<file path="src/rtl/identity_chk_pkg.sv">
// rtl/identity_chk_pkg.sv - shared widths, MISR constants, FSM states and the response fold
package identity_chk_pkg;

    localparam int Y_W   = 127;
    localparam int CNT_W = 16;
    localparam int SIG_W = 32;

    localparam logic [SIG_W-1:0] POLY = 32'h04C1_1DB7;
    localparam logic [SIG_W-1:0] SEED = 32'hFFFF_FFFF;

    // Response width rounded up to whole signature words (127 -> 128)
    localparam int FOLD_W = ((Y_W + SIG_W - 1) / SIG_W) * SIG_W;

    typedef enum logic [1:0] {
        IDLE = 2'd0,
        RUN  = 2'd1,
        DONE = 2'd2
    } state_t;

    function automatic logic [SIG_W-1:0] fold(input logic [Y_W-1:0] data);
        logic [FOLD_W-1:0] ext;
        logic [SIG_W-1:0]  acc;
        ext = FOLD_W'(data);
        acc = '0;
        for (int i = 0; i < FOLD_W / SIG_W; i++) begin
            acc = acc ^ ext[i*SIG_W +: SIG_W];
        end
        return acc;
    endfunction

endpackage

</file>
<file path="src/rtl/identity_misr.sv">
// rtl/identity_misr.sv - MISR compacting folded reference responses into a signature
module identity_misr
    import identity_chk_pkg::*;
(
    input  logic             clk,
    input  logic             rst_n,
    input  logic             clr,
    input  logic             en,
    input  logic [Y_W-1:0]   data,
    output logic [SIG_W-1:0] signature
);

    always_ff @(posedge clk or negedge rst_n) begin
        if (!rst_n) begin
            signature <= SEED;
        end else if (clr) begin
            signature <= SEED;
        end else if (en) begin
            signature <= {signature[SIG_W-2:0], 1'b0}
                       ^ (signature[SIG_W-1] ? POLY : '0)
                       ^ fold(data);
        end
    end

endmodule

</file>
<file path="config.mk">
export PLATFORM = sky130hd
export DESIGN_NAME = identity_misr
export DESIGN_NICKNAME = d
export VERILOG_FILES = /design/src/rtl/identity_chk_pkg.sv /design/src/rtl/identity_misr.sv
export SDC_FILE = /design/constraint.sdc
export NUM_CORES = 1
export LEC_CHECK = 0
export BUFFER_PORTS_ARGS = -buffer_cell sky130_fd_sc_hd__clkbuf_2
export CORE_UTILIZATION = 47
export DETAILED_ROUTE_END_ITERATION = 10
export PLACE_DENSITY = 0.87
export SETUP_SLACK_MARGIN = 0.05
export SLEW_MARGIN = 20
export SYNTH_ARGS = -nofsm -noshare
export SYNTH_HDL_FRONTEND = slang
export SYNTH_SLANG_ARGS = --single-unit
</file>
<file path="constraint.sdc">
create_clock -name clk -period 2.44 [get_ports clk]
set_input_delay 0.244 -clock clk [delete_from_list [all_inputs] [get_ports clk]]
set_output_delay 0.244 -clock clk [all_outputs]
set_load 0.01 [all_outputs]
</file>
==> qor.yml <==
async_reset_ff_share_pct: 100
synth_commonest_cells: "xnor2_1, a21oi_1, dfstp_2"
avgSynthCellArea_sq_um: 10.7
antenna_left: 0
crit_required_ns: 2.67
comb_power_share_pct: 43.9
grt_setup_unrepaired: "no"
dr.pass1.iters: 4
critPathCaptureType: "flip-flop"
cts_resized: 0
die_x_um: 77.1
cts.sinks: 32
ys_warn_count: 0
synth_mux_area_share_pct: 0
fmax_mhz: 553
synth_xor_area_share_pct: 50.9
r2r_cells: 4
cts_hold_buf: 0
syn_area_sq_um: 2650
slew_violations: 0
grt_max_degree: 33
cts-buffers-inserted: 5
synth_edf_count: 0
synth-adder-area-share_pct: 0
yosys.area.top_type: "dfstp_2"
path_max_fanout: 16
clk_pin_slew_ns: 0.07
min_to: "signature[15]"
fin_crit_sh_pct: 74.1
clock_latency_ns: 0.28
slew_headroom_pct: 46.8
worstMarginPinSlew_ns: 0.798
synthTopCellsByArea: "dfstp_2, xnor2_1, xnor3_1, xor2_1, a21oi_1"
fill_cells: 413
p_sw_uw: 630
syn_inst: 249
dr.first_iter.drc_count: 60
drive_gt1_share_pct: 51.6
reg2reg_slack_ns: 0.63
drc: 0
synth-seq-cells: 32
core_sq_um: 5270
cts_tree: "done"
synth_top_family_by_area: "XOR/XNOR gates"
clockPowerShare_pct: 18.6
max_flop_register: "signature"
cellPowerDensity_nw_per_um2: 570
drv_cap: 0
ys_seq_area_share_pct: 31.7
reg2reg_to: "signature[22]"
min_from: "data[111]"
status: "finished clean"
p_seq_share_pct: 37.5
internal_power_uw: 1410
gr-total-overflow: 0
synth_top_area_share_pct: 31.7
postCtsSetupBuffers: 0
multi_input_area_sq_um: 1740
ys.flop_type: "dfstp_2"
reg2reg_from: "signature[31]"
largest_reg_flops: 32
start_kind: "flip-flop"
grt_pass1_vias: 2272
antenna_found_initial: 0
cp.arrival_ns: 2.04
die_area_sq_um: 5950
finalSetupTns_ns: 0
vias: 2246
ys_types: 16
hold_depth: 4
switching_share_pct: 30.9
viasPerCell: 4.69
synthSimpleGateAreaFrac_pct: 5.28
nets: 540
path_class: "flip-flop to flip-flop"
grt_first_pass_wirelength_um: 9670
areaGrowthSynthToFinish_pct: 34.9
hp-class: "input pin to flip-flop"
start_util_pct: 50.3
io_pins: 163
synth_compound_area_share_pct: 9.43
rows: 26
finalClockSkew_ns: 0.00490
synth_most_common_cell: "xnor2_1"
period_minus_slack_ns: 1.81
port_buffers: 162
grtUsageTotal_pct: 20.7
syn-num-nets: 380
routed_wl_um: 5780
cts_root_buffer: "clkbuf_8"
gp_congestion: 0.715
die_y_um: 77.1
avgRoutedWirePerCell_um: 12.1
antenna_cells: 0
design_power_total_uw: 2040
hpwl_um: 4580
h-tree-depth: 2
power_leakage_uw: 0.00173
clk_path_buf_depth: 2
hold_viol: 0
vdd_ir_drop_max_uv: 279
seqCellArea_sq_um: 841
reg.largest.list: "signature: 32 flops"
setup_violations: 0
==> layout by cell type (no fill, tap or decap) <==
| cell | n |
|---|---|
| clkbuf_2 | 162 |
| xnor2_1 | 75 |
| a21oi_1 | 32 |
| dfstp_2 | 32 |
| xor2_1 | 31 |
| o21ai_0 | 18 |
| nor2_1 | 14 |
| xnor3_1 | 13 |
| or2_1 | 13 |
| xnor2_2 | 8 |
| clkbuf_8 | 5 |
| buf_4 | 2 |
| clkinv_1 | 1 |
| or2_2 | 1 |
| clkinv_2 | 1 |
| clkbuf_1 | 1 |
==> power groups by stage <==
stage          combinational (uW)  sequential (uW)  clock, uW
4_1_cts                       907              766        395
5_1_grt                       980              778        430
3_5_place_dp                  903              772          0
6_report                      896              764        379
2_1_floorplan                 624              777          0
3_3_place_gp                  874              768          0
==> routing by layer <==
metal	vias up	wire (um)	track usage (%)
li1	1124	-	-
met1	1014	2130	20.9
met2	101	3180	40.5
met3	7	409	6.19
met4	0	57	5.09
met5	-	0	0
==> through the flow <==
stage | hold slack [ns] | instances | utilization, % | area (sq um) | setup WS (ns)
global route | 0.322 | 479 | 67.9 | 3580 | 0.508
finish | 0.304 | 479 | 67.9 | 3580 | 0.632
global placement | 0.551 | 472 | 66.4 | 3500 | 0.685
detailed placement | 0.561 | 472 | 66.4 | 3500 | 0.639
floorplan | 0.0962 | 249 | - | 2650 | 0.897
CTS | 0.306 | 479 | 67.9 | 3580 | 0.623
==> worst max-delay path: stages, from the launching register on <==
cell	delay [ns]
dfstp_2	0.95
xnor2_1	0.23
xnor3_1	0.34
a21oi_1	0.13
or2_1	0.10
==> how the worst max path moves through the flow <==
stage | from | end | slack (ns) | cells past startpoint
2_1_floorplan | signature[31] | signature[11] | 0.90 | 6
3_3_place_gp | signature[31] | signature[16] | 0.68 | 4
3_5_place_dp | signature[31] | signature[22] | 0.64 | 4
4_1_cts | signature[31] | signature[2] | 0.62 | 4
5_1_grt | signature[31] | signature[16] | 0.51 | 4
6_report | signature[31] | signature[22] | 0.63 | 4
==> area by class of cell <==
type                    instances  share of cell area, %
clock inverters                 1                  0.140
flip-flops and latches         32                   23.5
well taps                      70                   2.45
clock buffers                   6                   2.03
inverters                       1                  0.105
multi-input cells             205                   48.7
repair buffers                164                   23.1
==> logic make-up (layout without fill, tap and decap cells) <==
kind of cell           Yosys count  count (layout)
AO/OA/AOI/OAI                   50              50
XOR/XNOR                       127             127
buffers and inverters           12             172
flip-flops                      32              32
AND/OR/NAND/NOR                 28              28
Power figures use the tool's default switching activity.
